<file path="src/rtl/circuit.sv">
// circuit: two-stage registered signed running accumulator, y = sum of accepted x samples.
// Define CIRCUIT_SAT_EN for a saturating accumulator; the default build wraps modulo 2^W.
module circuit #(
  parameter int W = 32
) (
  input  logic         clk,
  input  logic         rst,
  input  logic         en,
  input  logic [W-1:0] x,
  output logic [W-1:0] y
);
  logic         en_r;
  logic [W-1:0] x_r;
  logic [W-1:0] acc;
  logic [W-1:0] nxt;
`ifdef CIRCUIT_SAT_EN
  logic [W:0] sum;
  logic       ovf;
  always_comb begin
    sum = {acc[W-1], acc} + {x_r[W-1], x_r};
    ovf = (acc[W-1] == x_r[W-1]) && (sum[W-1] != acc[W-1]);
    // on overflow the operand sign tells which rail to clamp to
    nxt = !ovf ? sum[W-1:0] : acc[W-1] ? {1'b1, {(W-1){1'b0}}} : {1'b0, {(W-1){1'b1}}};
  end
`else
  always_comb nxt = acc + x_r;
`endif
  always_ff @(posedge clk) begin
    if (rst) begin
      en_r <= 1'b0;
      x_r  <= '0;
      acc  <= '0;
    end else begin
      en_r <= en;
      if (en) x_r <= x;
      if (en_r) acc <= nxt;
    end
  end
  assign y = acc;
endmodule

</file>
<file path="config.mk">
export PLATFORM = sky130hd
export DESIGN_NAME = circuit
export DESIGN_NICKNAME = d
export VERILOG_FILES = /design/src/rtl/circuit.sv
export SDC_FILE = /design/constraint.sdc
export NUM_CORES = 1
export LEC_CHECK = 0
export BUFFER_PORTS_ARGS = -buffer_cell sky130_fd_sc_hd__buf_2
export CAP_MARGIN = 20
export CORE_UTILIZATION = 50
export CTS_CLUSTER_DIAMETER = 40
export DETAILED_ROUTE_END_ITERATION = 8
export PLACE_DENSITY = 0.74
export SLEW_MARGIN = 20
export SYNTH_ARGS = -nofsm -noshare
export SYNTH_HDL_FRONTEND = slang
export SYNTH_SLANG_ARGS = --single-unit
export TNS_END_PERCENT = 1
</file>
<file path="constraint.sdc">
create_clock -name clk -period 2.4 [get_ports clk]
set_input_delay 0.36 -clock clk [delete_from_list [all_inputs] [get_ports clk]]
set_output_delay 0.36 -clock clk [all_outputs]
set_load 0.005 [all_outputs]
</file>
* Word-level counts from Yosys, hierarchy flattened *
Index checks and enable logic that the tools add are counted.

storage, ports and cells
  register bits = 65
  input bits = 35
  word-level logic and storage cells = 4

cells by class
  add/sub/neg operators = 1

operators with widths
  kind          number
  adder 32 bit  1

* Longest topological paths before layout *
Gate-level depths: netlist of the first run.

  depth in word-level cells = 1
  depth in mapped cells = 10
  mapped depth without buffers = 10

* Least setup slack after synthesis of the first run *
OpenSTA, ideal clock, no wires.

  path kind = flip-flop to flip-flop
  start point = reg acc[11] (netlist: y[11])
  end point = reg acc[31] (netlist: y[31])
  setup time = 0.123 ns
  arrival time = 2.283 ns
  data required time = 2.277 ns
  path slack = -0.007 ns
  stages on the path, launching flop included = 11
  path buffers = 1
  period minus slack after synthesis = 2.407 ns
  cell sequence = dfxtp_1 ha_1 clkbuf_2 nand2_1 nor2_4 nand3_2 o311ai_4 a211oi_1 or3_1 a21oi_1 mux2_1

between the ends
  cells in the longest elaborated chain, start to end = 1

RTL lines
  item                      line  text
  start: declaration        14    logic [W-1:0] acc;
  start signal: assignment  36    if (en_r) acc <= nxt;
  adder 32 bit              26    always_comb nxt = acc + x_r;

Every way passes these cells.
A chain may end at the register's enable or synchronous reset.

* Worst setup path after layout of the first run *
  start point = reg x_r[2]
  end point = reg acc[31] (netlist: y[31])

between the ends
  cells in the longest elaborated chain, start to end = 1

RTL lines
  item                      line  text
  start: declaration        13    logic [W-1:0] x_r;
  start signal: assignment  31    x_r <= '0;
  start signal: assignment  35    if (en) x_r <= x;
  adder 32 bit              26

Every way passes these cells.

==> flow_metrics.py, run 1 <==
metrics = {
    "routing": {
        "wl_per_cell_um": 16.3,
        "ant_nets": 0,
        "vias_per_cell": 5.73,
        "firstDrtPassIters": 5,
        "drtIter0Drc": 184,
        "num_vias": 4013,
        "route.detailed.drc": 0,
        "wirelength_um": 11400,
    },
    "pwr": {
        "powerDensity_nw_per_um2": 522,
        "pwr-share-clk_pct": 39.2,
        "irDropWorstVdd_mv": 0.349,
        "p_switching_uw": 776,
        "p_comb_share_pct": 18.8,
        "power.internal_mw": 2.03,
        "seq_power_share_pct": 42.0,
        "switching_share_pct": 27.6,
        "p_leak_nw": 2.58,
    },
    "floorplanning": {
        "std_cell_rows": 32,
        "core_um2": 7730,
        "die_area_um2": 8390,
        "num_io_pins": 67,
        "die_h_um": 91.6,
        "die_width_um": 91.6,
        "start_util_pct": 52.0,
    },
    "timing": {
        "hold_violations": 0,
        "worst_slack_ps": -19.4,
        "setup_violations": 3,
        "fin_setup_tns_ps": -35.9,
        "period_share_pct": 101,
        "worst_pin_slew_ps": 659,
        "hold_ws_ps": 227,
        "rsz0062_at_grt": "yes",
        "period_minus_slack_ps": 2420,
        "max_freq_ghz": 0.413,
        "skew_ps": 12.0,
        "slew_violations": 0,
        "slew_headroom_pct": 56.0,
    },
    "setup_path": {
        "r2r_start": "x_r[2]",
        "timing.critical_path.to": "y[31]",
        "endpoint_kind": "register",
        "worstPathMaxFanout": 4,
        "ff2ff_setup_slack_ps": -20,
        "crit_type": "register to register",
        "crit_start": "x_r[2]",
        "timing.rr.end": "y[31]",
        "arrival_ps": 2660,
        "required_ps": 2640,
        "start_kind": "register",
        "rr_worst_depth": 9,
    },
    "synth": {
        "synth_top_area_share_pct": 32.4,
        "ys_ff_latch": 65,
        "post_synth_num_cell_types": 60,
        "ys_async_sr_fraction_pct": 0,
        "synth_nets": 540,
        "syn_area_um2": 4020,
        "synth_compound_area_share_pct": 20.4,
        "synthFlopType": "dfxtp_1",
        "syn_area_per_cell_um2": 8.49,
        "synth-adder-area-share_pct": 10.2,
        "synth_area_leaders": "dfxtp_1, mux2i_1, ha_1, nor2_1, a21oi_1",
        "synth.area.mux_share_pct": 12.5,
        "synth_area_leader_cell": "dfxtp_1",
        "synth_top_family_by_area": "compound AO/OA/AOI/OAI gates",
        "synthCells": 473,
        "yosysWarnings": 0,
        "yosys.area_share.simple_pct": 16.0,
        "synth_edf_count": 0,
        "synth-xor-area-share_pct": 4.58,
        "ys_seq_area_share_pct": 32.4,
    },
    "grt": {
        "grt_busiest_layer": "met2",
        "grtUsageTotal_pct": 27.8,
        "use_met3_pct": 4.81,
        "grt_first_pass_wirelength_um": 18700,
        "gr-usage-met1_pct": 32.9,
        "grt_overflow": 0,
        "grt_use_met2_pct": 49.2,
        "grt_pass1_vias": 4015,
        "grt_max_degree": 38,
        "antenna_found_initial": 0,
    },
    "place": {
        "dp_hpwl_um": 8130,
        "port_buffers": 66,
        "gp_congestion": 0.925,
    },
    "final_layout": {
        "multi_input_area_um2": 2790,
        "fin_nets": 660,
        "syn_to_final_growth_pct": 34.0,
        "fillCellCount": 627,
        "fin_util_pct": 69.6,
        "antenna_cells": 0,
        "layout-drive-gt1-share_pct": 33.1,
        "final-seq-area_um2": 1320,
    },
    "clock_tree": {
        "clock_sinks": 65,
        "clk_path_buf_depth": 2,
        "htree_levels": 3,
        "cts_tree": "built",
        "clk_pin_slew_ps": 80,
        "root_buffer": "clkbuf_8",
        "insertion_delay_ps": 360,
        "cts_buffers": 9,
    },
    "worst_hold_path": {
        "hp-class": "primary input to register",
    },
    "status": {
        "status": "complete, but fails checks",
        "violations": "negative setup slack",
    },
    "flow_run": {
        "maxCapViolCount": 0,
    },
}
==> worst min-delay path by stage <==
| stage | depth (start not counted) | slack (ps) | start | endpoint |
|---|---|---|---|---|
| floorplan | 2 | 460 | y[26] | y[26] |
| global placement | 2 | 460 | y[26] | y[26] |
| detailed placement | 2 | 460 | y[26] | y[26] |
| CTS | 3 | 240 | x[11] | x_r[11] |
| global route | 3 | 240 | x[13] | x_r[13] |
| finish | 3 | 230 | x[11] | x_r[11] |
==> flip-flops by register name (all words and copies together), names as in the netlist <==
register	cells
en_r	1
x_r	32
y	32
==> synth_stat cells, types with 6 or more instances <==
master,count
xnor2_1,14
nand4_1,7
clkbuf_1,18
a211oi_1,7
mux2i_1,49
inv_1,16
nand3_1,6
nor3_1,6
nor2_1,68
xor2_1,7
o21ai_1,7
o21ai_0,21
a21o_1,10
ha_1,31
a21oi_1,32
o21a_1,6
dfxtp_1,65
nand2_1,35
==> kinds of logic after synthesis <==
kind of cell | after synthesis
AND/OR/NAND/NOR | 141
AO/OA/AOI/OAI | 122
flip-flops | 65
multiplexers | 50
buffers and inverters | 42
adder cells (fa/ha/maj) | 32
XOR/XNOR | 21
==> through the flow <==
| stage | area (um2) | cells | power (mW) | setup WS (ps) |
|---|---|---|---|---|
| 2_1_floorplan | 4050 | 473 | 1.48 | 15.1 |
| 3_3_place_gp | 4910 | 681 | 1.66 | -164 |
| 3_5_place_dp | 4910 | 681 | 1.68 | -258 |
| 4_1_cts | 5280 | 699 | 2.79 | -34.3 |
| 5_1_grt | 5380 | 700 | 2.92 | -135 |
| 6_report | 5380 | 700 | 2.81 | -19.4 |
==> final cells by class <==
class	instances	share of cell area, %
Multi-Input combinational cell	366	51.8
Tap cell	102	2.37
Timing Repair Buffer	134	15.9
Clock inverter	4	1.40
Sequential cell	65	24.4
Inverter	17	1.19
Clock buffer	12	2.88
==> power by group through the flow <==
stage | clock [mW] | combinational, mW | sequential [mW]
floorplan | 0 | 0.288 | 1.19
global placement | 0 | 0.471 | 1.19
detailed placement | 0 | 0.487 | 1.20
CTS | 1.11 | 0.505 | 1.18
global route | 1.16 | 0.575 | 1.18
finish | 1.10 | 0.527 | 1.18
==> layer usage <==
layer | vias up | routed length, um
li1 | 1941 | -
met1 | 1876 | 4820
met2 | 166 | 5620
met3 | 30 | 630
met4 | 0 | 315
met5 | - | 0
==> worst max-delay path: stages (launching register included) <==
cell       delay (ps)
dfxtp_1           340
ha_4              320
nand3_4            80
o2111ai_4         230
inv_2              70
o311ai_4          310
a211oi_2          120
or3_1             370
a21oi_2           160
mux2_4            310
==> cells in the final DEF, fill, tap and decap left out, types with 3 or more instances in the layout <==
cell,count
a21o_1,10
o21a_1,6
ha_1,22
clkbuf_8,11
a211oi_1,5
dfxtp_2,8
ha_4,9
xor2_1,7
o21bai_1,3
inv_1,15
a21oi_2,6
nand4_1,7
or3_1,3
nor2b_1,3
buf_2,66
nor2_1,68
o21ai_1,9
o21ai_0,18
a21oi_1,27
xnor2_1,14
nand3_1,4
o22ai_1,4
nor3_1,6
dfxtp_1,56
a31oi_1,4
mux2i_1,49
buf_4,67
nand2_1,35
==> timing repair <==
item	4_1_cts	5_1_grt
hold buffers	0	0
cloned	0	0
setup endpoints to repair	16	16
resized for setup	24	24
pin swaps	10	17
buffers inserted	2	1
Note: power is estimated with default switching activity, not from simulation.
==> run 2, diff against run 1 <==
REMOVE_ABC_BUFFERS = 1   (was default)
==> flow_metrics.py, run 2 (synthesis gave the netlist of run 1 again) <==
metrics = {
    "setup_path": {
        "crit_start": "x_r[3]",
        "path_delay_family": "compound AO/OA/AOI/OAI gates",
        "arrival_ps": 2700,
        "cp_slowest_cell": "o311ai_4",
        "crit_type": "register to register",
        "r2r_start": "x_r[3]",
        "max_stage_delay_ps": 370,
        "endpoint_kind": "register",
        "cp_cell_sequence": "ha_4, nand3_4, o2111ai_4, inv_2, o311ai_4, a211oi_2, or3_1, a21oi_2, mux2_4",
        "worstPathMaxFanout": 4,
        "start_kind": "register",
        "required_ps": 2640,
        "path_buf_inv": 1,
    },
    "grt": {
        "antenna_found_initial": 0,
        "grt_pass1_vias": 3650,
        "grt_max_degree": 36,
        "grtUsageTotal_pct": 25.6,
        "grt_first_pass_wirelength_um": 17100,
        "grt_overflow": 0,
    },
    "clock_tree": {
        "htree_levels": 3,
        "clock_sinks": 65,
        "cts_buffers": 9,
        "clk_pin_slew_ps": 80,
        "insertion_delay_ps": 360,
        "clk_path_buf_depth": 2,
        "root_buffer": "clkbuf_8",
        "cts_tree": "built",
    },
    "place": {
        "port_buffers": 66,
        "dp_cells": 672,
        "placed_area_um2": 4810,
        "gp_congestion": 0.923,
        "preCtsSetupSlack_ps": -151,
        "dp_hpwl_um": 7750,
    },
    "pwr": {
        "power.internal_mw": 1.96,
        "pwr-share-clk_pct": 37.3,
        "switching_share_pct": 27.7,
        "p_leak_nw": 2.57,
        "power.total_mw": 2.71,
        "p_switching_uw": 751,
        "powerDensity_nw_per_um2": 504,
        "irDropWorstVdd_mv": 0.372,
        "p_comb_share_pct": 19.2,
        "seq_power_share_pct": 43.5,
    },
    "timing": {
        "slew_violations": 0,
        "rsz0062_at_grt": "yes",
        "max_freq_ghz": 0.407,
        "period_share_pct": 102,
        "worst_slack_ps": -57.7,
        "hold_ws_ps": 246,
        "fin_setup_tns_ps": -57.7,
        "worst_pin_slew_ps": 718,
        "setup_violations": 1,
        "skew_ps": 13.4,
        "slew_headroom_pct": 52.0,
        "period_minus_slack_ps": 2460,
        "hold_violations": 0,
    },
    "floorplanning": {
        "start_util_pct": 52.0,
        "num_io_pins": 67,
        "std_cell_rows": 32,
        "die_width_um": 91.6,
        "core_um2": 7730,
        "die_area_um2": 8390,
        "die_h_um": 91.6,
    },
    "routing": {
        "num_vias": 3833,
        "wl_per_cell_um": 15.9,
        "ant_nets": 0,
        "firstDrtPassIters": 4,
        "wirelength_um": 11000,
        "drtIter0Drc": 301,
        "route.detailed.drc": 0,
        "vias_per_cell": 5.56,
    },
    "flow_run": {
        "maxCapViolCount": 0,
    },
    "status": {
        "status": "complete, but fails checks",
        "violations": "negative setup slack",
    },
    "final_layout": {
        "antenna_cells": 0,
        "instances_no_fill": 690,
        "fin_util_pct": 69.6,
        "final_cell_mix": "nor2_1, buf_2, buf_4",
        "syn_to_final_growth_pct": 34.0,
        "final_common_cell": "nor2_1",
        "post-route-cell-area_um2": 5380,
        "fin_nets": 650,
        "layout-drive-gt1-share_pct": 33.8,
    },
    "worst_hold_path": {
        "hp-class": "primary input to register",
        "hp-start": "x[27]",
    },
}
run 2: cell count changes in the layout (fill, tap and decap cells not counted), sizes merged:
cell,previous run,this run
clkinvlp,2,1
clkbuf,12,10
buf,134,124
clkinv,1,4
run 2: final timing paths:
| check | slack (ps) | cells after the start | to |
|---|---|---|---|
| worst min register to register | 480 | 2 | y[26] |
| worst max-delay path | -60 | 9 | y[31] |
| worst max register to register | -60 | 9 | y[31] |
| worst min-delay path | 250 | 3 | x_r[27] |
run 2: cell type report:
| cell class | instances | area (um2) |
|---|---|---|
| multi-input combinational | 366 | 2880 |
| sequential | 65 | 1320 |
| clock inverter | 6 | 82.6 |
| clock buffer | 10 | 128 |
| tap | 102 | 128 |
| fill | 585 | 2350 |
| inverter | 17 | 63.8 |
| timing repair buffer | 124 | 778 |
run 2: tightest hold or removal path: cells and delay by family:
kind                   cells  cell delay [ps]
muxes                      1               60
buffers and inverters      1               70
and+or+nand+nor            1               80
run 2: routing by layer:
metal / GRT usage [%] / part of all wire, %
met5: 0 / 0
met1: 34.9 / 46
met3: 4.64 / 6.5
met4: 9.13 / 1.3
met2: 40.5 / 46
run 2: power groups by stage:
stage	sequential, mW	clock (mW)	combinational [mW]
after floorplan	1.19	0	0.252
after global placement	1.19	0	0.453
after detailed placement	1.19	0	0.465
after CTS	1.17	1.03	0.480
after global routing	1.18	1.07	0.566
final	1.18	1.01	0.520
run 2: what timing repair did:
action,4_1_cts,5_1_grt
pin swaps,3,20
resized for setup,14,52
endpoints found under the setup margin,16,18
hold buffers,0,0
hold endpoints to repair,0,0
buffers inserted,0,2
cloned,0,0
